--- src/rtl/multi_ball_pixel_gen.sv ---
// Two-stage pixel compositor for the multi-ball pong display: header text, walls,
// paddles with hit-flash, up to NUM_BALLS round sprites and background/game-over images.
module multi_ball_pixel_gen #(
  parameter int NUM_BALLS    = 4,
  parameter int TOP_MARGIN   = 25,
  parameter int PADDLE_H     = 72,
  parameter int FLASH_FRAMES = 8
) (
  input  logic                     clk,
  input  logic                     rst_n,
  input  logic                     video_on,
  input  logic [9:0]               x,
  input  logic [9:0]               y,
  input  logic                     frame_tick,
  input  logic                     text_on,
  input  logic [11:0]              text_rgb,
  input  logic [11:0]              bg_pixel,
  input  logic [11:0]              game_over_pixel,
  input  logic                     game_over,
  input  logic [9:0]               paddle1_y,
  input  logic [9:0]               paddle2_y,
  input  logic [10*NUM_BALLS-1:0]  ball_x,
  input  logic [10*NUM_BALLS-1:0]  ball_y,
  input  logic [4*NUM_BALLS-1:0]   ball_speed,
  input  logic [NUM_BALLS-1:0]     ball_en,
  input  logic                     hit_l,
  input  logic                     hit_r,
  output logic [11:0]              rgb
);
  localparam int          IDX_W      = (NUM_BALLS > 1) ? $clog2(NUM_BALLS) : 1;
  localparam logic [3:0]  FLASH_LOAD = 4'(FLASH_FRAMES);
  localparam logic [10:0] TOP_M      = 11'(TOP_MARGIN);
  localparam logic [10:0] PAD_H      = 11'(PADDLE_H);

  function automatic logic [7:0] sprite_row(input logic [2:0] r);
    case (r)
      3'd0, 3'd7: sprite_row = 8'h3C;
      3'd1, 3'd6: sprite_row = 8'h7E;
      default:    sprite_row = 8'hFF;
    endcase
  endfunction

  logic [10:0] x_ext, y_ext;
  assign x_ext = {1'b0, x};
  assign y_ext = {1'b0, y};

  // Bounds are widened to 11 bits so sprites near the 1023 edge never wrap to low coordinates.
  logic [NUM_BALLS-1:0] ball_on_d;
  for (genvar i = 0; i < NUM_BALLS; i++) begin : g_ball
    logic [10:0] bx, by;
    logic [2:0]  row, col;
    logic [7:0]  bits;
    logic        in_sq;
    assign bx    = {1'b0, ball_x[10*i +: 10]};
    assign by    = {1'b0, ball_y[10*i +: 10]};
    assign in_sq = (x_ext >= bx) && (x_ext <= bx + 11'd7) &&
                   (y_ext >= by) && (y_ext <= by + 11'd7);
    assign row   = y[2:0] - by[2:0];
    assign col   = x[2:0] - bx[2:0];
    assign bits  = sprite_row(row);
    assign ball_on_d[i] = ball_en[i] && in_sq && bits[col];
  end

  logic [10:0] p1_top, p1_bot, p2_top, p2_bot;
  logic        paddle1_on_d, paddle2_on_d;
  assign p1_top = {1'b0, paddle1_y} + TOP_M;
  assign p1_bot = p1_top + PAD_H;
  assign p2_top = {1'b0, paddle2_y} + TOP_M;
  assign p2_bot = p2_top + PAD_H;
  assign paddle1_on_d = (x >= 10'd32) && (x <= 10'd40) && (y_ext >= p1_top) && (y_ext <= p1_bot);
  assign paddle2_on_d = (x >= 10'd600) && (x <= 10'd608) && (y_ext >= p2_top) && (y_ext <= p2_bot);

  logic [IDX_W-1:0] win_idx_d;
  always_comb begin
    win_idx_d = '0;
    for (int i = NUM_BALLS - 1; i >= 0; i--) begin
      if (ball_on_d[i]) win_idx_d = IDX_W'(i);
    end
  end

  // A hit reloads the counter even while it is still running; it never accumulates.
  logic [3:0] flash_cnt_l_d, flash_cnt_l_q, flash_cnt_r_d, flash_cnt_r_q;
  always_comb begin
    flash_cnt_l_d = flash_cnt_l_q;
    flash_cnt_r_d = flash_cnt_r_q;
    if (hit_l)                                 flash_cnt_l_d = FLASH_LOAD;
    else if (frame_tick && flash_cnt_l_q != 0) flash_cnt_l_d = flash_cnt_l_q - 4'd1;
    if (hit_r)                                 flash_cnt_r_d = FLASH_LOAD;
    else if (frame_tick && flash_cnt_r_q != 0) flash_cnt_r_d = flash_cnt_r_q - 4'd1;
  end

  logic                   video_on_q, text_on_q, game_over_q, paddle1_on_q, paddle2_on_q;
  logic [9:0]             x_q, y_q;
  logic [11:0]            text_rgb_q, bg_pixel_q, game_over_pixel_q, rgb_d, rgb_q;
  logic [NUM_BALLS-1:0]   ball_on_q;
  logic [IDX_W-1:0]       win_idx_q;
  logic [4*NUM_BALLS-1:0] ball_speed_q;
  logic [3:0]             win_speed;
  logic [11:0]            ball_rgb;

  always_comb begin
    win_speed = 4'd0;
    for (int i = 0; i < NUM_BALLS; i++) begin
      if (win_idx_q == IDX_W'(i)) win_speed = ball_speed_q[4*i +: 4];
    end
    case (win_speed)
      4'd3:    ball_rgb = 12'h00F;
      4'd4:    ball_rgb = 12'h0F0;
      4'd5:    ball_rgb = 12'hF00;
      default: ball_rgb = 12'hFFF;
    endcase
    if (!video_on_q)                          rgb_d = 12'h000;
    else if (y_q < 10'(TOP_MARGIN))           rgb_d = text_on_q ? text_rgb_q : 12'h135;
    else if (x_q < 10'd32 || x_q > 10'd608)   rgb_d = 12'h89C;
    else if (game_over_q)                     rgb_d = game_over_pixel_q;
    else if (paddle1_on_q)                    rgb_d = (flash_cnt_l_q != 0) ? 12'hFFF : 12'h24F;
    else if (paddle2_on_q)                    rgb_d = (flash_cnt_r_q != 0) ? 12'hFFF : 12'h24F;
    else if (|ball_on_q)                      rgb_d = ball_rgb;
    else                                      rgb_d = bg_pixel_q;
  end

  always_ff @(posedge clk) begin
    if (!rst_n) begin
      video_on_q        <= 1'b0;
      x_q               <= '0;
      y_q               <= '0;
      text_on_q         <= 1'b0;
      text_rgb_q        <= '0;
      bg_pixel_q        <= '0;
      game_over_pixel_q <= '0;
      game_over_q       <= 1'b0;
      ball_on_q         <= '0;
      win_idx_q         <= '0;
      ball_speed_q      <= '0;
      paddle1_on_q      <= 1'b0;
      paddle2_on_q      <= 1'b0;
      flash_cnt_l_q     <= '0;
      flash_cnt_r_q     <= '0;
      rgb_q             <= '0;
    end else begin
      video_on_q        <= video_on;
      x_q               <= x;
      y_q               <= y;
      text_on_q         <= text_on;
      text_rgb_q        <= text_rgb;
      bg_pixel_q        <= bg_pixel;
      game_over_pixel_q <= game_over_pixel;
      game_over_q       <= game_over;
      ball_on_q         <= ball_on_d;
      win_idx_q         <= win_idx_d;
      ball_speed_q      <= ball_speed;
      paddle1_on_q      <= paddle1_on_d;
      paddle2_on_q      <= paddle2_on_d;
      flash_cnt_l_q     <= flash_cnt_l_d;
      flash_cnt_r_q     <= flash_cnt_r_d;
      rgb_q             <= rgb_d;
    end
  end

  assign rgb = rgb_q;
endmodule

--- config.mk ---
export PLATFORM = sky130hd
export DESIGN_NAME = multi_ball_pixel_gen
export DESIGN_NICKNAME = d
export VERILOG_FILES = /design/src/rtl/multi_ball_pixel_gen.sv
export SDC_FILE = /design/constraint.sdc
export NUM_CORES = 1
export LEC_CHECK = 0
export CAP_MARGIN = 20
export CORE_ASPECT_RATIO = 2
export CORE_MARGIN = 5
export CORE_UTILIZATION = 25
export CTS_BUF_LIST = sky130_fd_sc_hd__clkbuf_16
export DETAILED_ROUTE_END_ITERATION = 10
export PLACE_DENSITY = 0.56
export SLEW_MARGIN = 5
export SYNTH_ARGS = -nofsm -noshare
export SYNTH_HDL_FRONTEND = slang
export SYNTH_SLANG_ARGS = --single-unit
--- constraint.sdc ---
create_clock -name clk -period 4.3 [get_ports clk]
set_input_delay 0.43 -clock clk [delete_from_list [all_inputs] [get_ports clk]]
set_output_delay 0.43 -clock clk [all_outputs]
set_load 0.02 [all_outputs]
==> results of run 1 <==
metal layers:
layer | vias up | routed length [µm]
li1 | 4638 | -
met1 | 4281 | 12400
met2 | 187 | 19700
met3 | 59 | 1050
met4 | 0 | 1550
met5 | - | 0
cells in the mapped netlist (16+ instances only):
master / count
ha_1: 208
inv_1: 119
dfxtp_1: 103
xnor2_1: 85
and2_1: 75
nor2_1: 59
a21oi_1: 56
nand2_1: 53
o21ai_0: 46
nor3_1: 37
nand3_1: 28
nor2b_1: 28
nand4_1: 24
xor2_1: 24
a211oi_1: 20
nand2b_1: 16
registers in the layout, summed over array words and instances (netlist names):
| name | flops |
|---|---|
| y_q | 10 |
| game_over_pixel_q | 12 |
| paddle2_on_q | 1 |
| win_idx_q | 2 |
| paddle1_on_q | 1 |
| game_over_q | 1 |
| text_on_q | 1 |
| text_rgb_q | 12 |
| video_on_q | 1 |
| bg_pixel_q | 12 |
| flash_cnt_r_q | 4 |
| rgb | 12 |
| flash_cnt_l_q | 4 |
| ball_on_q | 4 |
| ball_speed_q | 16 |
| x_q | 10 |
cell type report:
type                            count  area share
Multi-Input combinational cell    938       0.569
Timing Repair Buffer              222       0.164
Sequential cell                   103       0.157
Inverter                          121      0.0347
Tap cell                          525      0.0501
Clock inverter                      7     0.00764
Antenna cell                        1    0.000191
Clock buffer                        9      0.0172
worst max-delay path, stage by stage:
cell and delay, ns:
clkdlybuf4s50_1 0.50, inv_1 0.07, ha_1 0.24, a2111oi_1 0.62
xnor2_1 0.17, ha_1 0.32, a21o_1 0.16, a21o_1 0.17
a2111oi_0 0.43, a311oi_1 0.07, or4_1 0.55, and3b_1 0.19
power by group through the flow:
| stage | registers (mW) | clock network, mW | logic (mW) |
|---|---|---|---|
| after floorplan | 1.04 | 0 | 0.728 |
| after global placement | 1.04 | 0 | 1.19 |
| after detailed placement | 1.05 | 0 | 1.22 |
| after CTS | 1.02 | 0.901 | 1.22 |
| after global routing | 1.03 | 0.942 | 1.37 |
| final | 1.02 | 0.869 | 1.21 |
final timing paths:
| kind | startpoint | to | slack, ns | cells after the start |
|---|---|---|---|---|
| worst min register to register | text_rgb_q[3] | rgb[3] | 0.44 | 2 |
| worst max-delay path | ball_y[10] | win_idx_q[1] | 0.62 | 12 |
| worst max register to register | x_q[2] | rgb[1] | 1.53 | 8 |
| worst min-delay path | text_rgb_q[3] | rgb[3] | 0.44 | 2 |
cell families (layout without fill, tap and decap cells):
logic type / Yosys count / count (layout) / share of synthesized area
buffers and inverters: 132 / 359 / 0.0500
other: 0 / 1 / 0
xor gates and xnor gates: 109 / 109 / 0.0953
adders and majority gates: 216 / 216 / 0.276
and+or+nand+nor: 360 / 360 / 0.193
DFF: 103 / 103 / 0.206
muxes: 5 / 5 / 0.0107
AOI/OAI and AO/OA: 248 / 248 / 0.169
==> results.md, run 1 <==
- Critical Path End Type: register
- Net Count, Synth: 1573
- Leakage: around 5.6 nW
- Chip height: 293 µm
- Sequential cell area: around 2100 µm²
- Maximum fanout along the worst path: 3
- Ratio of cells with drive above 1 in the final layout: 0.0407
- Asr flop ratio synth: 0
- Initial Utilization: 0.253
- Global-route wire length before repair: 51.9 mm
- Final core occ: 0.331
- Cell Area, Synth: 10000 µm²
- Final ANT Viol Nets: 0
- Post-route setup slack: just over 0.6 ns
- Pre-antenna DRT Iters: 4
- Dpl ws: 0.269 ns
- PortBufs: 195
- Clock insertion delay at the later pin of the skew report: 0.34 ns
- Sw Ratio: 0.337
- Most Crowded Layer GR: met2
- Core area: ~40000 µm²
- Pwr/cell area: 237 nW/µm²
- FF+latch count, synth: between 100 and 150
- Vias in the first global route: 9806
- Yosys top cell by area: ha_1
- Total negative slack: 0 ns
- TritonCTS clock tree: done
- Detailed Route WL: 34.7 mm
- Initial antenna violation count: 1
- Post-synth EDFFs: 0
- Hold Path Class: reg2reg
- Combinational power share: 0.391
- Max-cap violations: 0
- Met1 usage: 0.149
- Post-CTS setup buffer count: 0
- Cells after DPL: 1909
- Area share of the largest cell type after synthesis: 0.260
- Initial DRC count: 218
- Vias per cell: 4.76
- Final Cell Area: 13100 µm²
- Fin cells: a little under 2k
- Chip Width: between 150 and 200 µm
- Switching power: 1.04 mW
- Layout area overhead: 30.8%
- CTS Buffer Depth: 2
- Final hold violation count: 0
- Routed vias: 9165
- Number of nets in the layout: 1795
- Clock Tree Root: clkbuf_16
- Main synth FF type: dfxtp_1
- Int Pwr: 2.06 mW
- Largest net degree at the start of global routing: between 70 and 80
- Dpl cell area: 12800 µm²
- CTS buffer count: 9
- Post-synthesis sequential area ratio: 0.206
- H-Tree Depth: 3
- CP Launch Type: primary input
- Max-slew headroom: 0.518
- Setup violators final: 0
- Most common library cell in the layout ignoring fill and taps: ha_1
- Clock-pin transition on the worst setup and hold timing paths: ~0.070 ns
- WS Path Type: in2reg
- Most frequent cells in the layout: ha_1, clkdlybuf4s50_1, inv_1
- Tot GR Track Use: 0.153
- Met3 usage: 0.0139
- Gpl congestion: 0.834
- Post-Route Skew: 0.0115 ns
- Unrepaired setup endpoints after global routing: false
- Final period demand of the worst path: around 3.7 ns
- Seq pwr share: 0.329
- Hold buffer count at CTS: 0
- Num ports: around 200
- M2 GR Usage: 0.311
- Outcome: complete, no violations
- Fmax: 272 MHz
- Hold WS: 0.438 ns
- WL per Instance: 18.0 µm
- Multi-input gate area: 7450 µm²
- Max Slew Vio Count: 0
- WP data required: approximately 4.5 ns
- Syn_area_per_cell: 8.54 µm²
- Global route overflow: 0
- WP data arrival: slightly below 4 ns
- Post_cts resized: 0
- Num rows: 103
- Detailed placer's ending HPWL: 29.6 mm
- Ranking of synthesized cells by area: ha_1, dfxtp_1, xnor2_1
- Final Power: about 3.1 mW
- Fillcell total: ~4.2k
- DIE AREA: 44400 µm²
- DRC: 0
- Syn Inst Count: roughly 1.2k
- Clock share of power: 0.280
- Synth warn: 0
- Tcrit/Tclk final: 0.856
- Peak VDD IR: roughly 180 µV
- Yosys cell types: roughly 70
- Slew @ Worst Pin: roughly 0.72 ns
- Clk sinks: between 100 and 150
(Power assumes the default switching activity.)
==> inputs of run 2 (changes only) <==
Settings changed: CORE_MARGIN 5 to not set, HOLD_SLACK_MARGIN set to 0.08.
==> run 2 against run 1 <==
  * Via count increased by 1.6%
  * Fmax fell by 0.46%
  * Combinational power hardly changed
  * Critical path depth up 1
  * Count of clock-buffer cells in the layout unchanged
  * Routed wire length increased by 0.43%
  * Worst setup slack lost 0.017 ns
  * Cell count unchanged
  * Critical path type unchanged
  * Critical endpoint unchanged
==> results.md, run 2 (synthesis results as in run 1) <==
- PortBufs: 195 (unchanged)
- Global route overflow: 0 (unchanged)
- Delay of the slowest critical-path stage: 0.56 ns (was 0.62 ns)
- Most frequent cells in the layout: ha_1, clkdlybuf4s50_1, inv_1 (unchanged)
- Hold WS: 0.449 ns (was 0.438 ns)
- Chip height: 285 µm (was 293 µm)
- Largest net degree at the start of global routing: 78 (unchanged)
- WP data required: 4.53 ns (was 4.54 ns)
- Vias per cell: 4.84 (was 4.76)
- Global-route wire length before repair: 52.2 mm (was 51.9 mm)
- WL per Instance: 18.1 µm (was 18.0 µm)
- Combinational power share: 0.407 (was 0.391)
- Setup violators final: 0 (unchanged)
- Tot GR Track Use: 0.172 (was 0.153)
- Vias in the first global route: 9965 (was 9806)
- Post_cts resized: 0 (unchanged)
- Tcrit/Tclk final: 0.860 (was 0.856)
- Final Cell Area: 13100 µm² (about the same)
- Number of nets in the layout: 1795 (unchanged)
- Hold buffer count at CTS: 0 (unchanged)
- Clock insertion delay at the later pin of the skew report: 0.34 ns (about the same)
- TritonCTS clock tree: done (unchanged)
- H-Tree Depth: 3 (unchanged)
- Final hold violation count: 0 (unchanged)
- DRC: 0 (unchanged)
- Initial Utilization: 0.254 (was 0.253)
- CTS Buffer Depth: 2 (unchanged)
- Peak VDD IR: 157 µV (was 180 µV)
- Max Slew Vio Count: 0 (unchanged)
- Total negative slack: 0 ns (unchanged)
- Post-CTS setup buffer count: 0 (unchanged)
- Pre-antenna DRT Iters: 6 (was 4)
- CP Launch Type: primary input (unchanged)
- Final core occ: 0.331 (about the same)
- Clock-pin transition on the worst setup and hold timing paths: 0.07 ns (about the same)
- WP data arrival: 3.93 ns (was 3.92 ns)
- Ratio of cells with drive above 1 in the final layout: 0.0400 (was 0.0407)
- Pwr/cell area: 232 nW/µm² (was 237 nW/µm²)
- Post-Route Skew: 0.00505 ns (was 0.0115 ns)
- Largest reg by FF count: ball_speed_q (unchanged)
- Outcome: complete, no violations (unchanged)
- Hold Path Class: reg2reg (unchanged)
- Maximum fanout along the worst path: 3 (unchanged)
- Core area: 39400 µm² (was 39600 µm²)
- Detailed placer's ending HPWL: 29.6 mm (about the same)
- Fmax: 270 MHz (was 272 MHz)
- Layout area overhead: 30.4% (was 30.8%)
- Sw Ratio: 0.342 (was 0.337)
- Num ports: 196 (unchanged)
- CTS buffer count: 9 (unchanged)
- Worst-path cell chain: clkdlybuf4s50_1 > inv_1 > ha_1 > a2111oi_1 > buf_4 > xnor2_1 > ha_1 > a21o_1 > a21o_1 > a2111oi_0 > a311oi_1 > or4_1 > and3b_1 (was clkdlybuf4s50_1 > inv_1 > ha_1 > a2111oi_1 > xnor2_1 > ha_1 > a21o_1 > a21o_1 > a2111oi_0 > a311oi_1 > or4_1 > and3b_1)
- Max reg flops: 16 (unchanged)
- Gpl congestion: 0.884 (was 0.834)
- Max-slew headroom: 0.419 (was 0.518)
- Initial DRC count: 304 (was 218)
- Switching power: 1.04 mW (about the same)
- Int Pwr: 1.99 mW (was 2.06 mW)
- Final period demand of the worst path: 3.70 ns (was 3.68 ns)
- Crit-path slowest cell: or4_1 (was a2111oi_1)
- Dpl cell area: 12800 µm² (unchanged)
- Seq pwr share: 0.337 (was 0.329)
- Cells after DPL: 1909 (unchanged)
- Max-cap violations: 0 (unchanged)
- Leakage: 5.58 nW (was 5.60 nW)
- Num rows: 103 (unchanged)
- Critical Path End Type: register (unchanged)
- Most common library cell in the layout ignoring fill and taps: ha_1 (unchanged)
- DIE AREA: 40900 µm² (was 44400 µm²)
- Initial antenna violation count: 1 (unchanged)
- Routed vias: 9315 (was 9165)
- Clock share of power: 0.255 (was 0.280)
- Chip Width: 144 µm (was 152 µm)
- Final ANT Viol Nets: 0 (unchanged)
- WS Path Type: in2reg (unchanged)
- Detailed Route WL: 34.9 mm (was 34.7 mm)
- Clock Tree Root: clkbuf_16 (unchanged)
- Clk sinks: 103 (unchanged)
- Fin cells: 1926 (unchanged)
- Unrepaired setup endpoints after global routing: false (unchanged)
- Slew @ Worst Pin: 0.863 ns (was 0.721 ns)
[run 2: changes by cell type in the layout (fill, tap and decap cells not counted), sizes merged]
cell	delta
clkinvlp	+1
bufinv	-1
inv	+1
clkinv	-1
[run 2: worst paths after layout]
path | start | to | slack, ns | cells past startpoint
worst max-delay path | ball_y[10] | win_idx_q[1] | 0.60 | 13
worst max register to register | x_q[1] | rgb[5] | 1.63 | 7
worst min-delay path | text_rgb_q[3] | rgb[3] | 0.45 | 2
worst min register to register | text_rgb_q[3] | rgb[3] | 0.45 | 2
[run 2: final cells by class]
cell class              count  area (µm²)
inverters                 121         454
flip-flops and latches    103        2060
clock buffers               9         225
repair buffers            222        2150
multi-input cells         938        7450
well taps                 525         657
fillers                  4163       26400
clock inverters             7        53.8
diodes                      1        2.50
[run 2: power by group through the flow]
stage               registers [mW]  clock network [mW]  logic [mW]
finish                        1.02               0.772        1.23
global route                  1.02               0.834        1.37
CTS                           1.02               0.800        1.24
detailed placement            1.04                   0        1.23
global placement              1.04                   0        1.21
floorplan                     1.04                   0       0.728
[run 2: per-stage QoR]
stage	worst slack [ns]	total power, mW
floorplan	1.09	1.77
global placement	0.407	2.25
detailed placement	0.303	2.28
CTS	0.660	3.06
global route	0.336	3.23
finish	0.600	3.02
[run 2: critical path, delay by kind of cell]
| kind | cells | cell delay [ns] |
|---|---|---|
| simple gates | 2 | 0.76 |
| xor+xnor | 1 | 0.12 |
| buf+inv | 3 | 0.77 |
| compound gates | 5 | 1.35 |
| fa+ha+maj | 2 | 0.51 |
[run 2: layer usage]
metal,vias to the layer above,routed length [µm],global-route usage,part of all wire
li1,4640,-,-,-
met1,4391,11800,0.153,0.34
met2,211,20200,0.356,0.58
met3,73,792,0.0126,0.023
met4,0,2120,0.103,0.061
met5,-,0,0,0
